[config.mk]
export PLATFORM = sky130hd
export DESIGN_NAME = result_tx_sequencer_flat
export DESIGN_NICKNAME = d
export VERILOG_FILES = /design/src/rtl/rpn_uart_pkg.sv /design/src/rtl/result_tx_sequencer_if.sv /design/src/rtl/digit_buffer.sv /design/src/rtl/result_tx_sequencer.sv /design/src/flat_wrapper.sv
export SDC_FILE = /design/constraint.sdc
export NUM_CORES = 1
export LEC_CHECK = 0
export ABC_AREA = 1
export BUFFER_PORTS_ARGS = -buffer_cell sky130_fd_sc_hd__clkbuf_2
export CORE_UTILIZATION = 50
export DETAILED_ROUTE_END_ITERATION = 6
export GPL_ROUTABILITY_DRIVEN = 1
export PLACE_DENSITY = 0.73
export SLEW_MARGIN = 20
export SYNTH_ARGS = -nofsm -noshare
export SYNTH_HDL_FRONTEND = slang
export SYNTH_SLANG_ARGS = --single-unit
[constraint.sdc]
create_clock -name clk -period 5.8 [get_ports clk]
set_clock_uncertainty 0.05 [all_clocks]
set_input_delay 1.16 -clock clk [delete_from_list [all_inputs] [get_ports clk]]
set_output_delay 1.16 -clock clk [all_outputs]
set_load 0.01 [all_outputs]
[src/rtl/rpn_uart_pkg.sv]
// Shared constants for the RPN result-to-UART path: digit count, ASCII bytes,
// sequencer state encoding and small helpers.
package rpn_uart_pkg;

   localparam int NDIGITS = 6;
   localparam int DBUF_CW = $clog2(NDIGITS + 1);

   localparam logic [7:0] CHAR_ZERO  = 8'h30;
   localparam logic [7:0] CHAR_MINUS = 8'h2D;
   localparam logic [7:0] CHAR_CR    = 8'h0D;
   localparam logic [7:0] CHAR_LF    = 8'h0A;

   // Sequencer state encoding, also visible on the debug state port.
   localparam logic [2:0] ST_IDLE    = 3'd0;
   localparam logic [2:0] ST_START   = 3'd1;
   localparam logic [2:0] ST_CAPTURE = 3'd2;
   localparam logic [2:0] ST_SIGN    = 3'd3;
   localparam logic [2:0] ST_DIGITS  = 3'd4;
   localparam logic [2:0] ST_TERM_CR = 3'd5;
   localparam logic [2:0] ST_TERM_LF = 3'd6;

   function automatic logic [2:0] ptr_next(input logic [2:0] p);
      return (p == 3'(NDIGITS - 1)) ? 3'd0 : p + 3'd1;
   endfunction

   // Digits above 9 are not rejected; the sum simply wraps in 8 bits.
   function automatic logic [7:0] digit_to_ascii(input logic [3:0] d);
      return CHAR_ZERO + {4'h0, d};
   endfunction

endpackage

[src/rtl/result_tx_sequencer_if.sv]
// Bundle of the request, converter and UART TX signals around the sequencer.
// Handshakes: a transfer happens on a cycle where valid && ready; valid, once
// raised, stays high with stable data until that transfer.
interface result_tx_sequencer_if;

   logic        req_valid;
   logic [15:0] req_data;
   logic        req_neg;
   logic        req_ready;

   logic        conv_wen;
   logic [15:0] conv_din;
   logic [3:0]  conv_dout;
   logic        conv_sending;
   logic        conv_leading_zero;

   logic        tx_valid;
   logic [7:0]  tx_data;
   logic        tx_ready;

   modport slave (
      input  req_valid, req_data, req_neg, conv_dout, conv_sending,
             conv_leading_zero, tx_ready,
      output req_ready, conv_wen, conv_din, tx_valid, tx_data
   );

   modport master (
      output req_valid, req_data, req_neg, conv_dout, conv_sending,
             conv_leading_zero, tx_ready,
      input  req_ready, conv_wen, conv_din, tx_valid, tx_data
   );

endinterface

[src/rtl/digit_buffer.sv]
// Small FIFO holding the significant BCD digits of one result, MSB first.
// Pushes when full and pops when empty are ignored.
module digit_buffer
   import rpn_uart_pkg::*;
(
   input  logic               clk,
   input  logic               rst_n,
   input  logic               clr_i,
   input  logic               push_i,
   input  logic [3:0]         din_i,
   input  logic               pop_i,
   output logic [3:0]         head_o,
   output logic [DBUF_CW-1:0] count_o,
   output logic               empty_o
);

   logic [3:0]         mem_q [NDIGITS];
   logic [2:0]         wr_q;
   logic [2:0]         rd_q;
   logic [DBUF_CW-1:0] count_q;
   logic               do_push;
   logic               do_pop;

   assign do_push = push_i && (count_q != DBUF_CW'(NDIGITS));
   assign do_pop  = pop_i && (count_q != '0);

   always_ff @(posedge clk or negedge rst_n) begin
      if (!rst_n) begin
         wr_q    <= '0;
         rd_q    <= '0;
         count_q <= '0;
         for (int i = 0; i < NDIGITS; i++) mem_q[i] <= '0;
      end else if (clr_i) begin
         wr_q    <= '0;
         rd_q    <= '0;
         count_q <= '0;
         for (int i = 0; i < NDIGITS; i++) mem_q[i] <= '0;
      end else begin
         if (do_push) begin
            mem_q[wr_q] <= din_i;
            wr_q        <= ptr_next(wr_q);
         end
         if (do_pop) rd_q <= ptr_next(rd_q);
         count_q <= count_q + DBUF_CW'(do_push) - DBUF_CW'(do_pop);
      end
   end

   assign head_o  = mem_q[rd_q];
   assign count_o = count_q;
   assign empty_o = (count_q == '0);

endmodule

[src/rtl/result_tx_sequencer.sv]
// Fires the BCD converter once per accepted result, buffers its significant
// digits and streams "-", digits and the line terminator as ASCII to the UART.
module result_tx_sequencer
   import rpn_uart_pkg::*;
#(
   parameter bit TERM_CRLF = 1'b1
) (
   input  logic                 clk,
   input  logic                 rst_n,
   result_tx_sequencer_if.slave bus,
   output logic                 busy,
   output logic                 conv_err,
   output logic [2:0]           dbg_state_o
);

   localparam logic [2:0] LAST_IDX = 3'(NDIGITS - 1);

   logic [2:0]         state_q, state_d;
   logic [15:0]        din_q, din_d;
   logic               neg_q, neg_d;
   logic [2:0]         cap_cnt_q, cap_cnt_d;

   logic               buf_push;
   logic               buf_pop;
   logic               buf_clr;
   logic [3:0]         buf_head;
   logic [DBUF_CW-1:0] buf_count;
   logic               buf_empty;

   logic               conv_wen_c;
   logic               tx_valid_c;
   logic [7:0]         tx_data_c;
   logic               err_c;

   digit_buffer u_digit_buffer (
      .clk     (clk),
      .rst_n   (rst_n),
      .clr_i   (buf_clr),
      .push_i  (buf_push),
      .din_i   (bus.conv_dout),
      .pop_i   (buf_pop),
      .head_o  (buf_head),
      .count_o (buf_count),
      .empty_o (buf_empty)
   );

   always_comb begin
      state_d    = state_q;
      din_d      = din_q;
      neg_d      = neg_q;
      cap_cnt_d  = cap_cnt_q;
      buf_push   = 1'b0;
      buf_pop    = 1'b0;
      buf_clr    = 1'b0;
      conv_wen_c = 1'b0;
      tx_valid_c = 1'b0;
      tx_data_c  = '0;
      err_c      = 1'b0;
      case (state_q)
         ST_IDLE: begin
            if (bus.req_valid) begin
               din_d   = bus.req_data;
               neg_d   = bus.req_neg;
               state_d = ST_START;
            end
         end
         ST_START: begin
            conv_wen_c = 1'b1;
            cap_cnt_d  = '0;
            state_d    = ST_CAPTURE;
         end
         ST_CAPTURE: begin
            // The converter must stream a digit on every capture cycle.
            if (!bus.conv_sending) begin
               err_c   = 1'b1;
               buf_clr = 1'b1;
               state_d = ST_IDLE;
            end else begin
               buf_push = !bus.conv_leading_zero || (cap_cnt_q == LAST_IDX);
               if (cap_cnt_q == LAST_IDX) begin
                  state_d = neg_q ? ST_SIGN : ST_DIGITS;
               end else begin
                  cap_cnt_d = cap_cnt_q + 3'd1;
               end
            end
         end
         ST_SIGN: begin
            tx_valid_c = 1'b1;
            tx_data_c  = CHAR_MINUS;
            if (bus.tx_ready) state_d = ST_DIGITS;
         end
         ST_DIGITS: begin
            // The units digit is always pushed, so the buffer is never empty
            // here in normal operation; the guard only avoids a stuck state.
            if (buf_empty) begin
               state_d = TERM_CRLF ? ST_TERM_CR : ST_TERM_LF;
            end else begin
               tx_valid_c = 1'b1;
               tx_data_c  = digit_to_ascii(buf_head);
               if (bus.tx_ready) begin
                  buf_pop = 1'b1;
                  if (buf_count == DBUF_CW'(1)) begin
                     state_d = TERM_CRLF ? ST_TERM_CR : ST_TERM_LF;
                  end
               end
            end
         end
         ST_TERM_CR: begin
            tx_valid_c = 1'b1;
            tx_data_c  = CHAR_CR;
            if (bus.tx_ready) state_d = ST_TERM_LF;
         end
         ST_TERM_LF: begin
            tx_valid_c = 1'b1;
            tx_data_c  = CHAR_LF;
            if (bus.tx_ready) state_d = ST_IDLE;
         end
         default: state_d = ST_IDLE;
      endcase
   end

   always_ff @(posedge clk or negedge rst_n) begin
      if (!rst_n) begin
         state_q   <= ST_IDLE;
         din_q     <= '0;
         neg_q     <= 1'b0;
         cap_cnt_q <= '0;
      end else begin
         state_q   <= state_d;
         din_q     <= din_d;
         neg_q     <= neg_d;
         cap_cnt_q <= cap_cnt_d;
      end
   end

   assign bus.req_ready = (state_q == ST_IDLE);
   assign bus.conv_wen  = conv_wen_c;
   assign bus.conv_din  = din_q;
   assign bus.tx_valid  = tx_valid_c;
   assign bus.tx_data   = tx_data_c;
   assign busy          = (state_q != ST_IDLE);
   assign conv_err      = err_c;
   assign dbg_state_o   = state_q;

endmodule

[src/flat_wrapper.sv]
// flat-port wrapper written by rule: the top's interface ports become plain ports
module result_tx_sequencer_flat import rpn_uart_pkg::*;
#(
   parameter bit TERM_CRLF = 1'b1
)
  (clk, rst_n, busy, conv_err, dbg_state_o, bus_req_valid, bus_req_data, bus_req_neg, bus_conv_dout, bus_conv_sending, bus_conv_leading_zero, bus_tx_ready, bus_req_ready, bus_conv_wen, bus_conv_din, bus_tx_valid, bus_tx_data);
  result_tx_sequencer_if bus_i ();
  input  logic clk;
  input  logic rst_n;
  output logic busy;
  output logic conv_err;
  output logic [2:0] dbg_state_o;
  input wire logic [$bits(bus_i.req_valid)-1:0] bus_req_valid;
  input wire logic [$bits(bus_i.req_data)-1:0] bus_req_data;
  input wire logic [$bits(bus_i.req_neg)-1:0] bus_req_neg;
  input wire logic [$bits(bus_i.conv_dout)-1:0] bus_conv_dout;
  input wire logic [$bits(bus_i.conv_sending)-1:0] bus_conv_sending;
  input wire logic [$bits(bus_i.conv_leading_zero)-1:0] bus_conv_leading_zero;
  input wire logic [$bits(bus_i.tx_ready)-1:0] bus_tx_ready;
  output wire logic [$bits(bus_i.req_ready)-1:0] bus_req_ready;
  output wire logic [$bits(bus_i.conv_wen)-1:0] bus_conv_wen;
  output wire logic [$bits(bus_i.conv_din)-1:0] bus_conv_din;
  output wire logic [$bits(bus_i.tx_valid)-1:0] bus_tx_valid;
  output wire logic [$bits(bus_i.tx_data)-1:0] bus_tx_data;
  assign bus_i.req_valid = bus_req_valid;
  assign bus_i.req_data = bus_req_data;
  assign bus_i.req_neg = bus_req_neg;
  assign bus_i.conv_dout = bus_conv_dout;
  assign bus_i.conv_sending = bus_conv_sending;
  assign bus_i.conv_leading_zero = bus_conv_leading_zero;
  assign bus_i.tx_ready = bus_tx_ready;
  assign bus_req_ready = bus_i.req_ready;
  assign bus_conv_wen = bus_i.conv_wen;
  assign bus_conv_din = bus_i.conv_din;
  assign bus_tx_valid = bus_i.tx_valid;
  assign bus_tx_data = bus_i.tx_data;
  result_tx_sequencer #(.TERM_CRLF(TERM_CRLF)) u_core (.clk(clk), .rst_n(rst_n), .bus(bus_i), .busy(busy), .conv_err(conv_err), .dbg_state_o(dbg_state_o));
endmodule
======== Word level (Yosys, flattened, before mapping) ========
Index checks and enable logic that the tools add are counted.
operators by class
  $add $sub $neg .......................... 6
  $mul .................................... 0
  div/mod/pow operators ................... 0
  order comparisons ....................... 3
  eq/ne operators ......................... 20
  shifts and indexed selects .............. 0
  muxes and demuxes ....................... 41
  bitwise logic cells ..................... 2
  reductions and logical operators ........ 16
operators with widths
  kind                                                                    number
  3-bit two-way mux                                                       19
  24-bit two-way mux                                                      2
  8-bit case mux with 4 select lines                                      1
  24-bit bitwise mux                                                      1
  3-bit case mux with 7 select lines                                      1
  3-bit equality test (second input constant)                             6
  4-bit binary-select mux with 3-bit select                               1
  4-bit demux with 3-bit select                                           1
  4-bit two-way mux                                                       3
  2-bit != test (second input constant)                                   6
  3-bit by 1-bit adder with 3-bit output (second input constant)          3
  1-bit two-way mux                                                       9
  4-bit greater-or-equal comparator (second input constant)               2
  8-bit two-way mux                                                       1
  3-bit NOT with 4-bit output                                             2
  6-bit by 4-bit adder with 7-bit output (first input constant)           1
  7-bit AND reduction                                                     1
  3-bit by 1-bit equality test with 1-bit output (second input constant)  2
  3-bit by 2-bit equality test with 1-bit output (second input constant)  2
  3-bit zero test                                                         2
  3-bit by 2-bit != test with 1-bit output (second input constant)        2
  3-bit case mux with 2 select lines                                      1
  2-bit nonzero test                                                      3
  3-bit nonzero test                                                      2
  12 further kinds                                                        14
storage, ports and cells
  bits in registers ....................... 56
  bits in latches ......................... 0
  bits in writable memories ............... 0
  memory bits (read-only) ................. 0
  input port bits ......................... 27
  output and inout port bits .............. 32
  word-level logic and storage cells ...... 101
  memories kept ........................... 0

======== Depth between registers and ports, before layout ========
Gate-level depths: netlist (run 1).
  word-level depth ........................ 8
  depth in mapped cells ................... 14
  mapped depth without buffers ............ 14

======== Cells and area by module ========
Synthesis (run 1) repeated with hierarchy kept, for this count alone.
unflattened totals
  cells, all modules ...................... 382
  area, all modules ....................... 3154.3 um2
modules (own cells, without submodules)
  module               times used  cells an instance  area an instance (um2)  seq. area each (um2)
  digit_buffer         1           261                1925.6                  825.8
  result_tx_sequencer  1           121                1228.7                  575.6

======== Worst setup path before layout (run 1) ========
OpenSTA, ideal clock, no wires.
  path type ............................... input-to-reg
  start point ............................. in bus_conv_leading_zero
  end point ............................... reg u_core.u_digit_buffer.count_q[2], in the netlist u_core.u_digit_buffer.count_o[2]
  library setup time ...................... 86 ps
  arrival time ............................ 2613 ps
  required time ........................... 5664 ps
  setup slack ............................. 3051 ps
  cell stages on the path ................. 11
  path buffers ............................ 0
  path through ............................ nand2_1 -> nand2_1 -> inv_1 -> nand2_4 -> ha_1 -> inv_1 -> ha_1 -> inv_1 -> fa_1 -> and3_1 -> nor3_1
between the ends
  longest elaborated chain between the ends .. 8
ends and longest elaborated chain
  element                                      line                       text
  from (decl)                                  flat_wrapper.sv:18         input wire logic [$bits(bus_i.conv_leading_zero)-1:0] bus_conv_leading_zero;
  1-bit zero test                              result_tx_sequencer.sv:79  buf_push = !bus.conv_leading_zero || (cap_cnt_q == LAST_IDX);
  1-bit logical OR                             result_tx_sequencer.sv:79
  1-bit two-way mux                            result_tx_sequencer.sv:74  if (!bus.conv_sending) begin
  1-bit two-way mux                            result_tx_sequencer.sv:59  case (state_q)
  1-bit logical AND                            digit_buffer.sv:24         assign do_push = push_i && (count_q != DBUF_CW'(NDIGITS));
  3-bit by 1-bit adder with 3-bit output       digit_buffer.sv:44         count_q <= count_q + DBUF_CW'(do_push) - DBUF_CW'(do_pop);
  3-bit by 1-bit subtractor with 3-bit output  digit_buffer.sv:44
  3-bit two-way mux                            digit_buffer.sv:33         end else if (clr_i) begin
  to (signal assigned)                         digit_buffer.sv:44
  to (decl)                                    digit_buffer.sv:20         logic [DBUF_CW-1:0] count_q;
Every way passes these cells.
A chain may end at the register's enable or synchronous reset.

======== Final worst setup path (run 1) ========
  start point ............................. reg u_core.u_digit_buffer.rd_q[0]
  end point ............................... out bus_tx_data[3]
between the ends
  longest elaborated chain between the ends .. 7
ends and longest elaborated chain
  element                                                line                       text
  from (decl)                                            digit_buffer.sv:19         logic [2:0] rd_q;
  from (signal assigned)                                 digit_buffer.sv:43         if (do_pop) rd_q <= ptr_next(rd_q);
  3-bit NOT with 4-bit output (not written as such)      digit_buffer.sv:48         assign head_o = mem_q[rd_q];
  4-bit binary-select mux with 3-bit select              digit_buffer.sv:48
  4-bit two-way mux (not written as such) (2 in series)  digit_buffer.sv:48
  6-bit by 4-bit adder with 7-bit output                 rpn_uart_pkg.sv:28         return CHAR_ZERO + {4'h0, d};
  8-bit two-way mux                                      result_tx_sequencer.sv:95  if (buf_empty) begin
  8-bit case mux with 4 select lines                     result_tx_sequencer.sv:59
  to (decl)                                              flat_wrapper.sv:24         output wire logic [$bits(bus_i.tx_data)-1:0] bus_tx_data;
Every way passes these cells. The select of a mux whose other input is x is not followed.

==> results of run 1 <==
logic make-up after synthesis:
kind of cell / share of synthesized area
and+or+nand+nor: 0.283
xor gates and xnor gates: 0.00290
other: 0.00124
muxes: 0.0758
adders and majority gates: 0.0232
DFF: 0.464
buffers and inverters: 0.0729
AOI/OAI and AO/OA: 0.0763
through the flow:
| stage | instances | util | hold WS (ns) | setup slack (ns) | total power (uW) |
|---|---|---|---|---|---|
| after CTS | 476 | 0.614 | 0.430 | 2.69 | 1720 |
| final | 476 | 0.614 | 0.426 | 2.69 | 1710 |
| after detailed placement | 468 | 0.589 | 0.405 | 2.74 | 1410 |
| after floorplan | 345 | - | 0.387 | 3.05 | 1190 |
| after global routing | 476 | 0.614 | 0.455 | 2.45 | 1850 |
| after global placement | 468 | 0.589 | 0.401 | 2.84 | 1390 |
layer usage:
| layer | global-route usage | up-vias | wire length (um) |
|---|---|---|---|
| li1 | - | 1195 | - |
| met1 | 0.301 | 1109 | 2860 |
| met2 | 0.340 | 85 | 2770 |
| met3 | 0.0594 | 11 | 432 |
| met4 | 0.0618 | 0 | 94 |
| met5 | 0 | - | 0 |
Yosys cell counts:
master | number | share of area
nor2_4 | 9 | 0.034
o21ai_0 | 11 | 0.018
and3_1 | 1 | 0.0021
nand2_4 | 4 | 0.015
inv_1 | 37 | 0.046
a21boi_0 | 1 | 0.0025
nor2_8 | 1 | 0.0066
inv_2 | 3 | 0.0037
conb_1 | 1 | 0.0012
nor3_1 | 5 | 0.0083
or2_2 | 1 | 0.0021
nand2_2 | 6 | 0.012
o211ai_1 | 3 | 0.0075
clkinv_1 | 2 | 0.0025
buf_4 | 2 | 0.0050
fa_1 | 1 | 0.0066
nand3_2 | 1 | 0.0033
buf_12 | 1 | 0.0066
nand2_1 | 106 | 0.13
nor2_1 | 21 | 0.026
o21ai_1 | 6 | 0.0099
buf_6 | 1 | 0.0037
o21ai_2 | 8 | 0.023
a21oi_1 | 9 | 0.015
nand3_1 | 17 | 0.028
xnor2_1 | 1 | 0.0029
mux2_2 | 7 | 0.026
mux2_4 | 10 | 0.050
nand3_4 | 1 | 0.0058
ha_1 | 4 | 0.017
dfrtp_1 | 56 | 0.46
inv_4 | 1 | 0.0021
buf_2 | 2 | 0.0033
nor2_2 | 4 | 0.0083
power groups by stage:
stage / logic (uW) / registers (uW) / clock network (uW)
after floorplan: 538 / 654 / 0
after global placement: 741 / 652 / 0
after detailed placement: 759 / 655 / 0
after CTS: 758 / 654 / 312
after global routing: 845 / 678 / 331
final: 751 / 654 / 305
flip-flops by register name (all words and copies together), names as in the netlist:
register                       count
u_core.bus.conv_din               16
u_core.cap_cnt_q                   3
u_core.dbg_state_o                 3
u_core.neg_q                       1
u_core.u_digit_buffer.count_o      3
u_core.u_digit_buffer.mem_q       24
u_core.u_digit_buffer.rd_q         3
u_core.u_digit_buffer.wr_q         3
critical path: cells and delay by family, from the launching register on:
kind                   cells  cell delay [ns]
AOI/OAI and AO/OA          3             0.32
buffers and inverters      1             0.17
DFF                        1             0.66
and+or+nand+nor            3             0.45
cell type report:
type                            count  area [um^2]  share of cell area
Sequential cell                    56         1400               0.402
Multi-Input combinational cell    240         1400               0.402
Timing Repair Buffer               57          288              0.0826
Inverter                           43          164              0.0471
Tap cell                           72         90.1              0.0259
Clock buffer                        5         68.8              0.0198
Clock inverter                      3         68.8              0.0198
worst paths after layout:
path / to / from / slack [ns] / depth (start not counted)
setup / recovery: bus_tx_data[3] / u_core.u_digit_buffer.rd_q[0] / 2.69 / 7
hold / removal: u_core.u_digit_buffer.mem_q[23] / u_core.u_digit_buffer.mem_q[23] / 0.43 / 2
setup reg to reg: u_core.u_digit_buffer.count_o[2] / u_core.dbg_state_o[2] / 3.35 / 11
hold reg to reg: u_core.u_digit_buffer.mem_q[23] / u_core.u_digit_buffer.mem_q[23] / 0.43 / 2
max in group asynchronous: u_core.bus.conv_din[9] / rst_n / 4.32 / 2
min in group asynchronous: u_core.u_digit_buffer.wr_q[0] / rst_n / 0.91 / 2
==> results.cfg, run 1 <==
[worst_setup_path]
cp_max_fo = 18
critPathRequiredTime_ns = 4.59
crit_path_end_kind = output pin
path_cells = nand2_1 -> nor2_1 -> a21oi_1 -> o21ai_0 -> nand2_1 -> a21boi_0 -> clkbuf_2
cp_slowest_cell = dfrtp_1
timing_worst_setup_path_type = flip-flop to output pin
crit_top_cell = nand2_1
start_kind = flip-flop
crit_arrival_ns = 1.90
max_stage_delay_ns = 0.66

[pwr]
ir_drop_uv = 312
clkPwrFrac = 0.179
swShare = 0.399
p_leak_uw = 0.00190
powerDensity_nw_per_um2 = 491
p_comb_frac = 0.439
p_sw_uw = 682
intPower_uw = 1030
power_frac_seq = 0.382

[layout]
fillCellCount = 498
fin_area_um2 = 3480
final_common_cell = nand2_1
num-nets-final = 435
diodes = 0
area_growth_syn_to_layout_pct = 15.3
final_cell_mix = nand2_1 (106), clkbuf_2 (56), dfrtp_1 (56), inv_1 (37), nor2_1 (21)
layout-drive-gt1-share = 0.300

[clock_network]
cts_num_sinks = 56
cts_tree = yes
numCtsBuffers = 5
cts_buffer_depth = 2
ctsHoldBuffers = 0
clk_pin_slew_ns = 0.10
root_buffer = clkbuf_8
insertion_delay_ns = 0.31
htree_levels = 2
cts_setup_buffers = 0
post_cts_resized = 0

[drt]
via_per_inst = 5.04
first_pass_iters = 6
drtAntennaViolNets = 0
postRouteWirelength_mm = 6.16
route.vias.total = 2400
routedWlPerCell_um = 12.9
drc_errors = 0
drt-initial-drc-count = 172

[placement]
gp_congestion = 0.801
place_hpwl_mm = 4.59
port_buffers = 56
placed_area_um2 = 3340

[sta]
setup-tns-final_ns = 0
final.min_clock_period_ns = 3.11
worst_slew_pin_slew_ns = 0.699
relSlewSlack = 0.534
drv_slew = 0
hold_violations = 0
rsz0062_at_grt = false
setup_violations = 0
max_freq_ghz = 0.321
finalCritPeriodShare = 0.537

[synthesis]
ys_seq_elements = 56
synthCells = 344
yosysSeqAreaShare = 0.464
ys_types = 34
ys_warn_count = 0
syn-cell-area_um2 = 3020
syn-mean-instance-area_um2 = 8.78

[global_routing]
grt_pass1_vias = 2301
grt_pass1_wl_mm = 10.8
antenna_found_initial = 0
grt-ovfl-total = 0
grt_max_degree = 57
grtUsageTotal = 0.220

[floorplan]
io_pins = 59
fp.dieW_um = 79.7
start_util = 0.532
die_height_um = 79.7
die-area_um2 = 6350
rows = 27
core_area_um2 = 5680

[flow_run]
drv_cap = 0

[run_status]
status = finished clean

[min_path]
hp-class = flip-flop to flip-flop
Note: power is estimated with default switching activity, not from simulation.
==> run 2, diff against run 1 <==
--- a/config.mk
+++ b/config.mk
@@ -10,7 +10,7 @@
 export CORE_UTILIZATION = 50
 export DETAILED_ROUTE_END_ITERATION = 6
 export GPL_ROUTABILITY_DRIVEN = 1
-export PLACE_DENSITY = 0.73
+export PLACE_DENSITY = 0.76
 export SLEW_MARGIN = 20
 export SYNTH_ARGS = -nofsm -noshare
 export SYNTH_HDL_FRONTEND = slang
==> constraint.sdc (replaced) <==
create_clock -name clk -period 2.7 [get_ports clk]
set_clock_uncertainty 0.05 [all_clocks]
set_input_delay 0.54 -clock clk [delete_from_list [all_inputs] [get_ports clk]]
set_output_delay 0.54 -clock clk [all_outputs]
set_load 0.01 [all_outputs]
==> run 2 against run 1 <==
Effect of this change: routed wire length up 1.4%; cell area down 0.97%; combinational power up 120%; critical path type unchanged; highest routed layer unchanged.
==> results.cfg, run 2 (same netlist as run 1, synthesis figures left out) <==
[clock_network]
clk_pin_slew_ns = 0.11
numCtsBuffers = 5
cts_num_sinks = 56
insertion_delay_ns = 0.31
htree_levels = 2
cts_buffer_depth = 2
cts_tree = yes
root_buffer = clkbuf_8
ctsHoldBuffers = 0

[worst_setup_path]
critPathRequiredTime_ns = 2.11
crit_path_start = u_core.u_digit_buffer.rd_q[0]
cp_max_fo = 18
crit_path_end_kind = output pin
start_kind = flip-flop
crit_arrival_ns = 1.88
r2r_start = u_core.dbg_state_o[1]
timing_worst_setup_path_type = flip-flop to output pin

[run_status]
status = finished clean

[flow_run]
drv_cap = 0

[sta]
hold_violations = 0
drv_slew = 0
worst_slew_pin_slew_ns = 0.629
rsz0062_at_grt = false
layout_setup_ws_ns = 0.225
relSlewSlack = 0.581
setup_violations = 0
final.min_clock_period_ns = 2.47
max_freq_ghz = 0.404
setup-tns-final_ns = 0
finalCritPeriodShare = 0.917
hold_ws_ns = 0.177

[layout]
regMostFlops = u_core.u_digit_buffer.mem_q
final_common_cell = nand2_1
diodes = 0
num-nets-final = 436
stdcell_count = 477
largest_reg_flops = 24
final_cell_mix = nand2_1 (106), clkbuf_2 (56), dfrtp_1 (55), inv_1 (37), nor2_1 (21)
area_growth_syn_to_layout_pct = 14.2
layout-drive-gt1-share = 0.304
fillCellCount = 497

[pwr]
swShare = 0.424
ir_drop_uv = 551
powerDensity_nw_per_um2 = 1020
p_sw_uw = 1490
power_frac_seq = 0.401
clkPwrFrac = 0.138
p_leak_uw = 0.00189
intPower_uw = 2030
p_comb_frac = 0.461

[drt]
first_pass_iters = 4
drt-initial-drc-count = 141
routedWlPerCell_um = 13.1
drc_errors = 0
route.vias.total = 2386
postRouteWirelength_mm = 6.25
via_per_inst = 5.00
drtAntennaViolNets = 0

[global_routing]
grt_pass1_wl_mm = 10.6
grt-ovfl-total = 0
grt_max_degree = 27
grt_pass1_vias = 2348
antenna_found_initial = 0
grtUsageTotal = 0.217

[placement]
port_buffers = 56
place_ws_ns = 0.269
gp_congestion = 0.837
dp.cells = 469
place_hpwl_mm = 4.85

[floorplan]
fp.dieW_um = 79.7
die-area_um2 = 6350
die_height_um = 79.7
start_util = 0.532
core_area_um2 = 5680
io_pins = 59
rows = 27

[min_path]
hp-class = input pin to async pin
run 2: cell types whose count changed in the layout (fill, tap and decap cells not counted):
| cell | delta |
|---|---|
| bufinv_16 | -2 |
| buf_4 | +1 |
| dfrtp_1 | -1 |
| dfrtp_2 | +1 |
| clkinv_4 | +1 |
| inv_6 | +1 |
run 2: layer usage:
metal | GRT usage | routed length [um] | vias to the layer above
met1 | 0.293 | 2910 | 1096
met4 | 0.0491 | 60 | 0
met3 | 0.0446 | 360 | 7
met5 | 0 | 0 | -
met2 | 0.358 | 2910 | 78
li1 | - | - | 1205
run 2: final cells by class:
class                      instances  area [um^2]  area share
sequential                        56         1400       0.407
multi-input combinational        240         1400       0.406
timing repair buffer              58          295      0.0856
inverter                          43          164      0.0475
tap                               72         90.1      0.0261
clock buffer                       5         68.8      0.0200
clock inverter                     3         26.3     0.00762
run 2: what timing repair did:
action | in CTS | in global routing
endpoints found under the setup margin | 0 | 1
resized for setup | 0 | 1
setup buffers | 0 | 0
run 2: path summary, 6_finish.rpt:
check	depth (start not counted)	to	slack, ns
hold / removal	1	u_core.u_digit_buffer.mem_q[11]	0.18
hold reg to reg	2	u_core.u_digit_buffer.mem_q[23]	0.43
min in group clk	2	u_core.bus.conv_din[0]	0.40
setup / recovery	6	bus_tx_data[3]	0.23
setup reg to reg	12	u_core.u_digit_buffer.count_o[2]	0.30
max in group asynchronous	2	u_core.u_digit_buffer.mem_q[3]	1.74
run 2: power by group through the flow:
stage                     logic [uW]  registers (uW)  clock network [uW]
final                           1620            1410                 486
after global routing            1800            1450                 531
after CTS                       1630            1410                 499
after detailed placement        1640            1410                   0
after global placement          1590            1400                   0
after floorplan                 1160            1400                   0
run 2: worst max-delay path, stage by stage (launching register included):
cell and delay [ns]:
dfrtp_2 0.54, nor2_1 0.34, a21oi_1 0.11, o21ai_0 0.11
nand2_1 0.08, a21boi_0 0.22, clkbuf_2 0.18
run 2: metrics by stage:
stage / area, um^2 / util / total power, uW
final: 3450 / 0.608 / 3520
after global routing: 3450 / 0.608 / 3780
after CTS: 3450 / 0.607 / 3540
after detailed placement: 3350 / 0.591 / 3050
after global placement: 3350 / 0.591 / 2990
after floorplan: 3020 / - / 2560
==> run 3, diff against run 2 <==
--- a/config.mk
+++ b/config.mk
@@ -10,7 +10,7 @@
 export CORE_UTILIZATION = 50
 export DETAILED_ROUTE_END_ITERATION = 6
 export GPL_ROUTABILITY_DRIVEN = 1
-export PLACE_DENSITY = 0.76
+export PLACE_DENSITY_LB_ADDON = 0.25
 export SLEW_MARGIN = 20
 export SYNTH_ARGS = -nofsm -noshare
 export SYNTH_HDL_FRONTEND = slang
==> run 3 against run 2 <==
Effect of this change: maximum frequency rose by 2.2%; first-iteration DRC count fell by 24%; global-route usage barely moved; register-to-register slack barely moved; non-clock buffer count fell by 1; power fell by 0.93%; sequential share of layout area rose by 0.10 points; clock power fell by 2%; critical path depth rose by 1; highest routed layer unchanged.
==> results.cfg, run 3 (same netlist as run 1, synthesis figures left out) <==
[clock_network]
ctsHoldBuffers = 0
clk_pin_slew_ns = 0.10
htree_levels = 2
numCtsBuffers = 5
insertion_delay_ns = 0.31
root_buffer = clkbuf_8
cts_tree = yes
cts_buffer_depth = 2
cts_num_sinks = 56
cts_setup_buffers = 0

[worst_setup_path]
r2r_slack_ns = 0.31
reg2reg_to = u_core.u_digit_buffer.count_o[2]
timing_worst_setup_path_type = flip-flop to output pin
critPathRequiredTime_ns = 2.11
crit_path_end_kind = output pin
r2r_start = u_core.dbg_state_o[0]
cp_max_fo = 6
start_kind = flip-flop
cp_slowest_cell = dfrtp_1
max_stage_delay_ns = 0.44
crit_arrival_ns = 1.83
path_cells = inv_1 -> nor2_1 -> a21oi_1 -> o21ai_0 -> nand2_1 -> a21boi_0 -> clkbuf_2
rr_worst_depth = 12

[sta]
relSlewSlack = 0.538
setup-tns-final_ns = 0
max_freq_ghz = 0.413
worst_slew_pin_slew_ns = 0.692
layout_setup_ws_ns = 0.278
setup_violations = 0
rsz0062_at_grt = false
hold_violations = 0
finalCritPeriodShare = 0.897
drv_slew = 0
final.min_clock_period_ns = 2.42

[drt]
drt-initial-drc-count = 107
postRouteWirelength_mm = 6.17
route.vias.total = 2378
drc_errors = 0
via_per_inst = 5.00
first_pass_iters = 4
routedWlPerCell_um = 13.0
drtAntennaViolNets = 0

[placement]
place_hpwl_mm = 4.73
placed_area_um2 = 3340
place_ws_ns = 0.271
dp.cells = 468
gp_congestion = 0.857
port_buffers = 56

[layout]
area_growth_syn_to_layout_pct = 13.9
num-nets-final = 435
regMostFlops = u_core.u_digit_buffer.mem_q
fin_area_um2 = 3440
layout-drive-gt1-share = 0.300
stdcell_count = 476
largest_reg_flops = 24
diodes = 0
final_cell_mix = nand2_1 (106), clkbuf_2 (56), dfrtp_1 (55), inv_1 (37), nor2_1 (21)
final_common_cell = nand2_1

[floorplan]
die_height_um = 79.7
fp.dieW_um = 79.7
rows = 27
io_pins = 59
core_area_um2 = 5680
start_util = 0.532
die-area_um2 = 6350

[pwr]
p_leak_uw = 0.00188
ir_drop_uv = 703
power_uw = 3490
powerDensity_nw_per_um2 = 1010

[global_routing]
grt_pass1_wl_mm = 10.5
antenna_found_initial = 0
grt_max_degree = 57
grtUsageTotal = 0.217
grt-ovfl-total = 0
grt_pass1_vias = 2266

[run_status]
status = finished clean

[min_path]
hp-class = input pin to async pin

[flow_run]
drv_cap = 0
==> run 3: cell types whose count changed in the layout (fill, tap and decap cells not counted), sizes merged <==
cell / delta
clkbuf: +2
inv: -2
buf: -1
clkinv: -1
clkinvlp: +1
==> run 3: worst max-delay path by stage <==
stage | from | endpoint | cells after the start
global placement | bus_conv_sending | u_core.u_digit_buffer.count_o[2] | 11
global route | u_core.u_digit_buffer.rd_q[1] | bus_tx_data[3] | 7
detailed placement | bus_conv_sending | u_core.u_digit_buffer.count_o[2] | 11
floorplan | u_core.dbg_state_o[2] | u_core.u_digit_buffer.count_o[2] | 11
CTS | u_core.u_digit_buffer.rd_q[0] | bus_tx_data[3] | 7
finish | u_core.u_digit_buffer.rd_q[1] | bus_tx_data[3] | 7
==> run 3: cell type report <==
class | instances | area (um^2)
fillers | 511 | 2240
flip-flops and latches | 56 | 1400
multi-input cells | 240 | 1400
repair buffers | 57 | 288
inverters | 43 | 164
well taps | 72 | 90.1
clock buffers | 7 | 86.3
clock inverters | 1 | 7.51
==> run 3: through the flow <==
| step | hold slack [ns] | util |
|---|---|---|
| floorplan | 0.194 | - |
| global placement | 0.404 | 0.589 |
| detailed placement | 0.405 | 0.589 |
| CTS | 0.326 | 0.606 |
| global route | 0.377 | 0.606 |
| finish | 0.289 | 0.606 |
==> run 3: critical path: cells and delay by family, from the launching register on <==
family                 cells  cell delay (ns)
AO/OA/AOI/OAI              3             0.39
flip-flops                 1             0.44
buffers and inverters      2             0.31
AND/OR/NAND/NOR            2             0.39
==> run 3: repair_timing <==
action                                 CTS  global route
gates resized for setup                  0             1
endpoints found under the hold margin    0             0
setup endpoints to repair                0             2
==> run 3: metal layers <==
metal | routed length [um] | vias to the layer above | track usage
met4 | 77 | 0 | 0.0709
met2 | 2890 | 62 | 0.343
met5 | 0 | - | 0
li1 | - | 1200 | -
met1 | 2820 | 1110 | 0.289
met3 | 379 | 6 | 0.0560
==> run 3: report_power, final <==
| group | internal [uW] | switching (uW) | leakage, uW | total, uW |
|---|---|---|---|---|
| logic | 688 | 929 | 0.00111 | 1620 |
| registers | 1150 | 246 | 0.000725 | 1400 |
| clock network | 209 | 268 | 0.0000445 | 477 |
